### config.mk
export PLATFORM = sky130hd
export DESIGN_NAME = vxe_vpu_prod_eu_fetch_ctl_flat
export DESIGN_NICKNAME = d
export VERILOG_FILES = /design/src/rtl/vxe_vpu_pkg.sv /design/src/rtl/vxe_vpu_prod_eu_fetch_ctl_if.sv /design/src/rtl/vxe_vpu_credit_cnt.sv /design/src/rtl/vxe_vpu_prod_eu_fetch_ctl.sv /design/src/flat_wrapper.sv
export SDC_FILE = /design/constraint.sdc
export NUM_CORES = 1
export LEC_CHECK = 0
export CAP_MARGIN = 5
export CORE_ASPECT_RATIO = 2
export CORE_MARGIN = 5
export CORE_UTILIZATION = 40
export DETAILED_ROUTE_END_ITERATION = 12
export PLACE_DENSITY_LB_ADDON = 0.2
export SYNTH_ARGS = -nofsm -noshare
export SYNTH_HDL_FRONTEND = slang
export SYNTH_SLANG_ARGS = --single-unit
export TNS_END_PERCENT = 100
### constraint.sdc
create_clock -name clk -period 7.3 [get_ports clk]
set_input_delay 1.095 -clock clk [delete_from_list [all_inputs] [get_ports clk]]
set_output_delay 1.095 -clock clk [all_outputs]
set_load 0.005 [all_outputs]
### src/rtl/vxe_vpu_pkg.sv
// Shared VPU product-EU definitions: FSM encoding, request tags, address widths
// and the agen lane-mask helper.
package vxe_vpu_pkg;

  localparam int VA_W = 38;
  localparam int WA_W = 37;
  localparam int VL_W = 20;

  localparam logic [2:0] ST_IDLE  = 3'd0;
  localparam logic [2:0] ST_LAT_A = 3'd1;
  localparam logic [2:0] ST_LAT_B = 3'd2;
  localparam logic [2:0] ST_SETL  = 3'd3;
  localparam logic [2:0] ST_FETCH = 3'd4;
  localparam logic [2:0] ST_DRAIN = 3'd5;

  localparam logic TAG_A = 1'b0;
  localparam logic TAG_B = 1'b1;

  // Lanes of the current 64-bit word: [0] = even element, [1] = odd element.
  function automatic logic [1:0] lane_mask(input logic odd, input logic [VL_W-1:0] rem);
    if (rem == '0)
      return 2'b00;
    if (odd)
      return 2'b10;
    if (rem == VL_W'(1))
      return 2'b01;
    return 2'b11;
  endfunction

endpackage

### src/rtl/vxe_vpu_prod_eu_fetch_ctl_if.sv
// Memory request port of the fetch sequencer (master = sequencer, slave = arbiter).
interface vxe_vpu_prod_eu_fetch_ctl_if;
  import vxe_vpu_pkg::*;

  logic            rq_vld;
  logic [WA_W-1:0] rq_addr;
  logic [1:0]      rq_mask;
  logic            rq_tag;
  logic            rq_rdy;

  modport master (output rq_vld, rq_addr, rq_mask, rq_tag, input rq_rdy);
  modport slave  (input rq_vld, rq_addr, rq_mask, rq_tag, output rq_rdy);
endinterface

### src/rtl/vxe_vpu_credit_cnt.sv
// Saturating credit counter for operand FIFO slots; resets to full.
module vxe_vpu_credit_cnt #(
  parameter int CREDITS = 4,
  parameter int CW      = $clog2(CREDITS + 1)
) (
  input  logic clk,
  input  logic rst,
  input  logic i_inc,
  input  logic i_dec,
  output logic o_empty,
  output logic o_full
);

  localparam logic [CW-1:0] FULL = CW'(CREDITS);

  logic [CW-1:0] cnt_q, cnt_d;

  assign o_empty = (cnt_q == '0);
  assign o_full  = (cnt_q == FULL);

  // A return and a consume in the same cycle cancel; a return at full is dropped.
  always_comb begin
    cnt_d = cnt_q;
    if (i_inc && !i_dec && !o_full)
      cnt_d = cnt_q + CW'(1);
    else if (i_dec && !i_inc && !o_empty)
      cnt_d = cnt_q - CW'(1);
  end

  always_ff @(posedge clk or posedge rst) begin
    if (rst)
      cnt_q <= FULL;
    else
      cnt_q <= cnt_d;
  end

endmodule

### src/rtl/vxe_vpu_prod_eu_fetch_ctl.sv
// Fetch sequencer: loads agens A/B, then round-robins their words onto one credited request port.
// Build macro VXE_VPU_FETCH_STALL_CNT_EN adds the o_stall_cnt port and counter.
//   state | meaning
//   IDLE  | waiting for i_start
//   LAT_A | agen A latches base A
//   LAT_B | agen B latches base B
//   SETL  | agen outputs settle
//   FETCH | issuing requests while either agen is valid
//   DRAIN | waiting for all credits to return, then done
module vxe_vpu_prod_eu_fetch_ctl
  import vxe_vpu_pkg::*;
#(
  parameter int CREDITS = 4,
  parameter int CW      = $clog2(CREDITS + 1)
) (
  input  logic                               clk,
  input  logic                               rst,
  input  logic                               i_start,
  input  logic [VA_W-1:0]                    i_vaddr_a,
  input  logic [VA_W-1:0]                    i_vaddr_b,
  input  logic [VL_W-1:0]                    i_vlen,
  output logic                               o_busy,
  output logic                               o_done,
  output logic [VA_W-1:0]                    o_ag_vaddr,
  output logic [VL_W-1:0]                    o_ag_vlen,
  output logic [1:0]                         o_ag_latch,
  output logic [1:0]                         o_ag_incr,
  input  logic [1:0]                         i_ag_valid,
  input  logic [WA_W-1:0]                    i_ag_addr_a,
  input  logic [WA_W-1:0]                    i_ag_addr_b,
  input  logic [1:0]                         i_ag_mask_a,
  input  logic [1:0]                         i_ag_mask_b,
  vxe_vpu_prod_eu_fetch_ctl_if.master        rq,
  input  logic                               i_cr_ret
`ifdef VXE_VPU_FETCH_STALL_CNT_EN
  ,
  output logic [31:0]                        o_stall_cnt
`endif
);

  logic [2:0]      state_q, state_d;
  logic            rr_q, rr_d;
  logic [VA_W-1:0] ag_vaddr_q, vaddr_b_q;
  logic [VL_W-1:0] ag_vlen_q;
  logic            start_ok, fetch, cand_tag, cand_vld, accept;
  logic            cr_empty, cr_full;

  assign start_ok = (state_q == ST_IDLE) && i_start;
  assign fetch    = (state_q == ST_FETCH);

  // Prefer the round-robin side; fall back to the other side when it has nothing.
  always_comb begin
    if (rr_q == TAG_B)
      cand_tag = i_ag_valid[1] ? TAG_B : TAG_A;
    else
      cand_tag = i_ag_valid[0] ? TAG_A : TAG_B;
  end

  assign cand_vld   = (cand_tag == TAG_B) ? i_ag_valid[1] : i_ag_valid[0];
  assign rq.rq_vld  = fetch && cand_vld && !cr_empty;
  assign rq.rq_addr = !fetch ? '0 : (cand_tag == TAG_B) ? i_ag_addr_b : i_ag_addr_a;
  assign rq.rq_mask = !fetch ? '0 : (cand_tag == TAG_B) ? i_ag_mask_b : i_ag_mask_a;
  assign rq.rq_tag  = fetch && (cand_tag == TAG_B);
  assign accept     = rq.rq_vld && rq.rq_rdy;

  assign o_ag_incr  = {accept && (cand_tag == TAG_B), accept && (cand_tag == TAG_A)};
  assign o_ag_latch = {state_q == ST_LAT_B, state_q == ST_LAT_A};
  assign o_ag_vaddr = ag_vaddr_q;
  assign o_ag_vlen  = ag_vlen_q;
  assign o_busy     = (state_q != ST_IDLE);
  assign o_done     = (state_q == ST_DRAIN) && cr_full;

  always_comb begin
    state_d = state_q;
    case (state_q)
      ST_IDLE:  if (i_start) state_d = (i_vlen == '0) ? ST_DRAIN : ST_LAT_A;
      ST_LAT_A: state_d = ST_LAT_B;
      ST_LAT_B: state_d = ST_SETL;
      ST_SETL:  state_d = ST_FETCH;
      ST_FETCH: if (i_ag_valid == 2'b00) state_d = ST_DRAIN;
      ST_DRAIN: if (cr_full) state_d = ST_IDLE;
      default:  state_d = ST_IDLE;
    endcase
  end

  always_comb begin
    rr_d = rr_q;
    if (start_ok)
      rr_d = TAG_A;
    else if (accept)
      rr_d = ~cand_tag;
  end

  always_ff @(posedge clk or posedge rst) begin
    if (rst) begin
      state_q    <= ST_IDLE;
      rr_q       <= TAG_A;
      ag_vaddr_q <= '0;
      vaddr_b_q  <= '0;
      ag_vlen_q  <= '0;
    end else begin
      state_q <= state_d;
      rr_q    <= rr_d;
      if (start_ok) begin
        ag_vaddr_q <= i_vaddr_a;
        vaddr_b_q  <= i_vaddr_b;
        ag_vlen_q  <= i_vlen;
      end else if (state_q == ST_LAT_A) begin
        ag_vaddr_q <= vaddr_b_q;
      end
    end
  end

  vxe_vpu_credit_cnt #(.CREDITS(CREDITS), .CW(CW)) u_credit (
    .clk     (clk),
    .rst     (rst),
    .i_inc   (i_cr_ret),
    .i_dec   (accept),
    .o_empty (cr_empty),
    .o_full  (cr_full)
  );

`ifdef VXE_VPU_FETCH_STALL_CNT_EN
  logic [31:0] stall_cnt_q;

  always_ff @(posedge clk or posedge rst) begin
    if (rst)
      stall_cnt_q <= '0;
    else if (start_ok)
      stall_cnt_q <= '0;
    else if (fetch && cand_vld && (cr_empty || !rq.rq_rdy))
      stall_cnt_q <= stall_cnt_q + 32'd1;
  end

  assign o_stall_cnt = stall_cnt_q;
`endif

endmodule

### src/flat_wrapper.sv
// flat-port wrapper written by rule: the top's interface ports become plain ports
module vxe_vpu_prod_eu_fetch_ctl_flat import vxe_vpu_pkg::*;
#(
  parameter int CREDITS = 4,
  parameter int CW      = $clog2(CREDITS + 1)
)
  (clk, rst, i_start, i_vaddr_a, i_vaddr_b, i_vlen, o_busy, o_done, o_ag_vaddr, o_ag_vlen, o_ag_latch, o_ag_incr, i_ag_valid, i_ag_addr_a, i_ag_addr_b, i_ag_mask_a, i_ag_mask_b, i_cr_ret, rq_rq_vld, rq_rq_addr, rq_rq_mask, rq_rq_tag, rq_rq_rdy);
  vxe_vpu_prod_eu_fetch_ctl_if rq_i ();
  input  logic clk;
  input  logic rst;
  input  logic i_start;
  input  logic [VA_W-1:0] i_vaddr_a;
  input  logic [VA_W-1:0] i_vaddr_b;
  input  logic [VL_W-1:0] i_vlen;
  output logic o_busy;
  output logic o_done;
  output logic [VA_W-1:0] o_ag_vaddr;
  output logic [VL_W-1:0] o_ag_vlen;
  output logic [1:0] o_ag_latch;
  output logic [1:0] o_ag_incr;
  input  logic [1:0] i_ag_valid;
  input  logic [WA_W-1:0] i_ag_addr_a;
  input  logic [WA_W-1:0] i_ag_addr_b;
  input  logic [1:0] i_ag_mask_a;
  input  logic [1:0] i_ag_mask_b;
  input  logic i_cr_ret;
  output wire logic [$bits(rq_i.rq_vld)-1:0] rq_rq_vld;
  output wire logic [$bits(rq_i.rq_addr)-1:0] rq_rq_addr;
  output wire logic [$bits(rq_i.rq_mask)-1:0] rq_rq_mask;
  output wire logic [$bits(rq_i.rq_tag)-1:0] rq_rq_tag;
  input wire logic [$bits(rq_i.rq_rdy)-1:0] rq_rq_rdy;
  assign rq_rq_vld = rq_i.rq_vld;
  assign rq_rq_addr = rq_i.rq_addr;
  assign rq_rq_mask = rq_i.rq_mask;
  assign rq_rq_tag = rq_i.rq_tag;
  assign rq_i.rq_rdy = rq_rq_rdy;
  vxe_vpu_prod_eu_fetch_ctl #(.CREDITS(CREDITS), .CW(CW)) u_core (.clk(clk), .rst(rst), .i_start(i_start), .i_vaddr_a(i_vaddr_a), .i_vaddr_b(i_vaddr_b), .i_vlen(i_vlen), .o_busy(o_busy), .o_done(o_done), .o_ag_vaddr(o_ag_vaddr), .o_ag_vlen(o_ag_vlen), .o_ag_latch(o_ag_latch), .o_ag_incr(o_ag_incr), .i_ag_valid(i_ag_valid), .i_ag_addr_a(i_ag_addr_a), .i_ag_addr_b(i_ag_addr_b), .i_ag_mask_a(i_ag_mask_a), .i_ag_mask_b(i_ag_mask_b), .rq(rq_i), .i_cr_ret(i_cr_ret));
endmodule
==> flow_summary.html <==
<table>
<tr><th>Metric</th><th>Value</th></tr>
<tr><th colspan="2">Critical path</th></tr>
<tr><td>Crit Path Max Fanout</td><td>41</td></tr>
<tr><td>Worst Setup Path Type</td><td>in -&gt; out</td></tr>
<tr><td>Worst setup SP type</td><td>primary input</td></tr>
<tr><td>Critical-path top delay cell</td><td>sky130_fd_sc_hd__mux2i_4</td></tr>
<tr><td>R2R setup slack</td><td>4090 ps</td></tr>
<tr><td>Reg2Reg Launch Point</td><td>u_core.state_q[0]$_DFFE_PP0P_</td></tr>
<tr><td>CP top delay family</td><td>buffers and inverters</td></tr>
<tr><td>Maximum single-stage delay on the critical path</td><td>940 ps</td></tr>
<tr><td>Crit path arrival time</td><td>3540 ps</td></tr>
<tr><td>Worst reg2reg path endpoint</td><td>u_core.o_ag_vlen[5]$_DFFE_PP0P_</td></tr>
<tr><td>Critical Path, Cell by Cell</td><td>clkdlybuf4s50_1 &gt; inv_1 &gt; mux2i_4 &gt; nand2_1 &gt; a21oi_1 &gt; clkdlybuf4s50_1</td></tr>
<tr><td>Endpoint kind of the worst setup timing path</td><td>primary output</td></tr>
<tr><td>Worst reg2reg path depth</td><td>4</td></tr>
<tr><td>Required time worst endpoint</td><td>6200 ps</td></tr>
<tr><td>Most common cell on crit path</td><td>sky130_fd_sc_hd__clkdlybuf4s50_1</td></tr>
<tr><td>Buffers &amp; Inverters on Critical Path</td><td>3</td></tr>
<tr><th colspan="2">Drt</th></tr>
<tr><td>Drt drc</td><td>0</td></tr>
<tr><td>Count of routing violations after the opening detailed-route iteration</td><td>136</td></tr>
<tr><td>DR vias</td><td>4719</td></tr>
<tr><td>Average detailed-routed wire length per instance</td><td>20.15 um</td></tr>
<tr><td>Routed wire length</td><td>18320 um</td></tr>
<tr><td>Residual antenna-violating net count after detailed routing</td><td>0</td></tr>
<tr><td>Detailed Routing Iterations Pass 1</td><td>4</td></tr>
<tr><td>Drt via density</td><td>5.191</td></tr>
<tr><th colspan="2">Logic synthesis</th></tr>
<tr><td>Share of the synthesized netlist area taken by xor and xnor gates</td><td>0.005211</td></tr>
<tr><td>Combinational family with the most area after synthesis</td><td>multiplexers</td></tr>
<tr><td>Adder and majority gate portion of the synthesized area</td><td>0.003970</td></tr>
<tr><td>Top cell type by total area after synthesis</td><td>sky130_fd_sc_hd__dfrtp_1</td></tr>
<tr><td>Instance count of the mapped netlist</td><td>490</td></tr>
<tr><td>Share of synthesized area occupied by flip-flops and latches</td><td>0.5114</td></tr>
<tr><td>Largest cells by area after synthesis</td><td>sky130_fd_sc_hd__dfrtp_1, sky130_fd_sc_hd__mux2_2, sky130_fd_sc_hd__nand2_1, sky130_fd_sc_hd__mux2i_1, sky130_fd_sc_hd__a21oi_1</td></tr>
<tr><td>Synth top area share</td><td>0.5062</td></tr>
<tr><td>Synthesis Warnings</td><td>0</td></tr>
<tr><td>Post-Synthesis Mean Instance Area</td><td>10.29 um2</td></tr>
<tr><td>Count of distinct cell types in the synthesized netlist</td><td>40</td></tr>
<tr><td>Post-synthesis net count</td><td>672</td></tr>
<tr><td>Flop and latch count out of synthesis</td><td>103</td></tr>
<tr><td>Area fraction in compound gates after synthesis</td><td>0.09727</td></tr>
<tr><td>Synth Area in Simple Gates</td><td>0.1310</td></tr>
<tr><td>Cell area after synthesis</td><td>0.005042 mm2</td></tr>
<tr><td>Share of synthesized area spent on multiplexers</td><td>0.2092</td></tr>
<tr><th colspan="2">Cells and area</th></tr>
<tr><td>Post-route standard cell area excluding fillers</td><td>0.008235 mm2</td></tr>
<tr><td>Number of nets at the end of the flow</td><td>937</td></tr>
<tr><td>Share of the core filled with cells</td><td>0.6598</td></tr>
<tr><td>Relative area change from synthesis to final layout</td><td>63.33%</td></tr>
<tr><td>Proportion of layout cells with a drive suffix above 1</td><td>0.1201</td></tr>
<tr><td>Footprint of the flip-flops and latches</td><td>0.002579 mm2</td></tr>
<tr><td>Most used cells in the layout excluding fill and tap cells</td><td>sky130_fd_sc_hd__clkdlybuf4s50_1, sky130_fd_sc_hd__nand2_1, sky130_fd_sc_hd__dfrtp_1, sky130_fd_sc_hd__mux2_2, sky130_fd_sc_hd__a21oi_1</td></tr>
<tr><td>Layout fillers</td><td>1035</td></tr>
<tr><td>Commonest non-fill, non-tap cell in the layout</td><td>sky130_fd_sc_hd__clkdlybuf4s50_1</td></tr>
<tr><td>Total area of multi-input combinational cells</td><td>0.002276 mm2</td></tr>
<tr><th colspan="2">Clock tree</th></tr>
<tr><td>Post-cts sizing count</td><td>0</td></tr>
<tr><td>Post-CTS setup-driven buffer insertion count</td><td>0</td></tr>
<tr><td>H-tree depth</td><td>3</td></tr>
<tr><td>Post-cts hold buffer count</td><td>0</td></tr>
<tr><td>Clock sinks</td><td>103</td></tr>
<tr><td>Clock-pin transition on the worst setup and hold timing paths</td><td>60 ps</td></tr>
<tr><td>Clock insertion delay at the later pin of the skew report</td><td>340 ps</td></tr>
<tr><td>Total CTS buffers</td><td>9</td></tr>
<tr><td>CTS tree</td><td>yes</td></tr>
<tr><td>Worst-case clock buffer depth</td><td>2</td></tr>
<tr><td>Master cell of the clock root buffer</td><td>sky130_fd_sc_hd__clkbuf_16</td></tr>
<tr><th colspan="2">STA</th></tr>
<tr><td>Worst-case setup margin in the final layout</td><td>2667 ps</td></tr>
<tr><td>RSZ-0062 raised after global routing</td><td>no</td></tr>
<tr><td>Highest attainable clock frequency</td><td>215.8 MHz</td></tr>
<tr><td>Worst-Margin Slew</td><td>1223 ps</td></tr>
<tr><td>Fin. max-slew vios</td><td>0</td></tr>
<tr><td>Final count of negative-setup-slack endpoints</td><td>0</td></tr>
<tr><td>Post-route clock period utilization</td><td>0.6346</td></tr>
<tr><td>Hold Fails Final Rpt</td><td>0</td></tr>
<tr><td>Post-layout min period</td><td>4633 ps</td></tr>
<tr><td>Worst relative slew slack</td><td>0.1674</td></tr>
<tr><td>Summed negative setup slack over all endpoints</td><td>0 ps</td></tr>
<tr><td>Final Skew</td><td>6.627 ps</td></tr>
<tr><th colspan="2">Global routing</th></tr>
<tr><td>GRT Residual Overflow</td><td>0</td></tr>
<tr><td>Pin count of the biggest net entering global routing</td><td>77</td></tr>
<tr><td>Vias in the first global route</td><td>5103</td></tr>
<tr><td>First-pass GRT wire length</td><td>26860 um</td></tr>
<tr><td>Total track usage</td><td>0.2397</td></tr>
<tr><td>Number of antenna violations at the first check in global routing</td><td>1</td></tr>
<tr><th colspan="2">Floorplan</th></tr>
<tr><td>Std-Cell Core Area</td><td>0.01248 mm2</td></tr>
<tr><td>Chip width</td><td>89.39 um</td></tr>
<tr><td>Die height</td><td>168.8 um</td></tr>
<tr><td>Ports</td><td>286</td></tr>
<tr><td>Die area</td><td>0.01509 mm2</td></tr>
<tr><td>Standard-cell row count</td><td>58</td></tr>
<tr><td>Starting density of the core</td><td>0.4040</td></tr>
<tr><th colspan="2">Placement</th></tr>
<tr><td>Routability Congestion</td><td>0.8548</td></tr>
<tr><td># port buffers</td><td>285</td></tr>
<tr><td>Half-perimeter wire length of the detailed placement result</td><td>14540 um</td></tr>
<tr><td>Post-Place Worst Slack</td><td>2654 ps</td></tr>
<tr><td>Cell area after placement</td><td>0.007946 mm2</td></tr>
<tr><th colspan="2">Run</th></tr>
<tr><td>Max capacitance violation total</td><td>0</td></tr>
<tr><th colspan="2">Run status</th></tr>
<tr><td>Status</td><td>finished, final reports clean</td></tr>
<tr><th colspan="2">Pwr</th></tr>
<tr><td>Static leakage power</td><td>3.292 nW</td></tr>
<tr><td>Maximum vdd drop</td><td>0.0002443 V</td></tr>
<tr><td>Ratio of total power to cell area</td><td>349.5 mW/mm2</td></tr>
<tr><td>Total power of the final layout</td><td>2.878 mW</td></tr>
<tr><th colspan="2">Worst hold path</th></tr>
<tr><td>Worst hold path startpoint</td><td>u_core.o_ag_vaddr[11]$_DFFE_PP0P_</td></tr>
<tr><td>WHS Endpoint</td><td>u_core.o_ag_vaddr[11]$_DFFE_PP0P_</td></tr>
<tr><td>Class of the most critical hold timing path</td><td>reg -&gt; reg</td></tr>
<tr><td>Number of cells on the worst hold path</td><td>2</td></tr>
</table>
## synth_stat cells, drive strengths merged
cell and number:
nor4 6, fa 1, o21ai 44, nor3b 1, nor3 6, or2 1, xnor2 2, a22oi 1
o31ai 1, o221a 2, nand4 1, nand2b 1, xor2 1, a31oi 2, dfrtp 102, a2bb2oi 1
or3b 1, nand3 2, buf 15, o22ai 1, inv 5, mux2i 39, and2 1, a21oi 40
dfstp 1, nand4b 1, or3 2, nor2 11, mux2 59, nand2 119, clkbuf 20
## how the worst max path moves through the flow
stage | to | from | cells after the start | slack [ps]
final | rq_rq_addr[8] | i_ag_valid[0] | 6 | 2670
after global routing | rq_rq_addr[30] | i_ag_valid[0] | 6 | 2440
after CTS | rq_rq_addr[9] | i_ag_valid[0] | 6 | 2650
after detailed placement | rq_rq_addr[8] | i_ag_valid[0] | 6 | 2650
after global placement | rq_rq_addr[32] | i_ag_valid[0] | 6 | 2740
after floorplan | u_core.o_ag_vaddr[0]$_DFFE_PP0P_ | rst | 1 | 3500
## registers in the layout, indices dropped and copies added (netlist names)
register,count
u_core.o_ag_vaddr,38
u_core.vaddr_b_q,38
u_core.o_ag_vlen,20
u_core.state_q,3
u_core.u_credit.cnt_q,3
u_core.rr_q,1
## cells by family (layout without fill, tap and decap cells)
logic type | Yosys count | in the layout
compound gates | 92 | 92
xor+xnor | 3 | 3
fa+ha+maj | 1 | 1
buf+inv | 40 | 308
flops | 103 | 103
mux | 98 | 98
other cells | 0 | 1
simple gates | 153 | 153
## where the power goes
part | switching (mW) | leakage, nW | internal, mW
Sequential | 0.180 | 1.24 | 0.864
Clock | 0.209 | 0.130 | 0.263
Combinational | 0.570 | 1.92 | 0.793
## worst register-to-register path, stage by stage (launching register included)
cell and delay [ps]:
sky130_fd_sc_hd__dfrtp_1 510, sky130_fd_sc_hd__or3_4 470, sky130_fd_sc_hd__nor2_4 770, sky130_fd_sc_hd__buf_4 860
sky130_fd_sc_hd__mux2_2 490
## through the flow
stage,hold slack (ps),instances
2_1_floorplan,473.3,490
3_5_place_dp,471.1,894
5_1_grt,513.1,909
6_report,481.1,909
4_1_cts,488.9,908
3_3_place_gp,466.0,894
## cell type report
| cell class | instances | area share |
|---|---|---|
| Sequential cell | 103 | 0.3131 |
| Antenna cell | 1 | 0.0003039 |
| Inverter | 5 | 0.002583 |
| Tap cell | 150 | 0.02279 |
| Timing Repair Buffer | 289 | 0.3500 |
| Clock buffer | 9 | 0.02735 |
| Clock inverter | 5 | 0.007445 |
| Multi-Input combinational cell | 347 | 0.2764 |
## metal layers
| metal | track usage | vias to the layer above | routed length [um] |
|---|---|---|---|
| met5 | 0 | - | 0 |
| met3 | 0.08086 | 31 | 1965 |
| li1 | - | 2209 | - |
| met2 | 0.4359 | 237 | 9828 |
| met4 | 0.1005 | 0 | 645 |
| met1 | 0.2385 | 2242 | 5877 |
No activity file was read; power rests on OpenSTA's default activity.
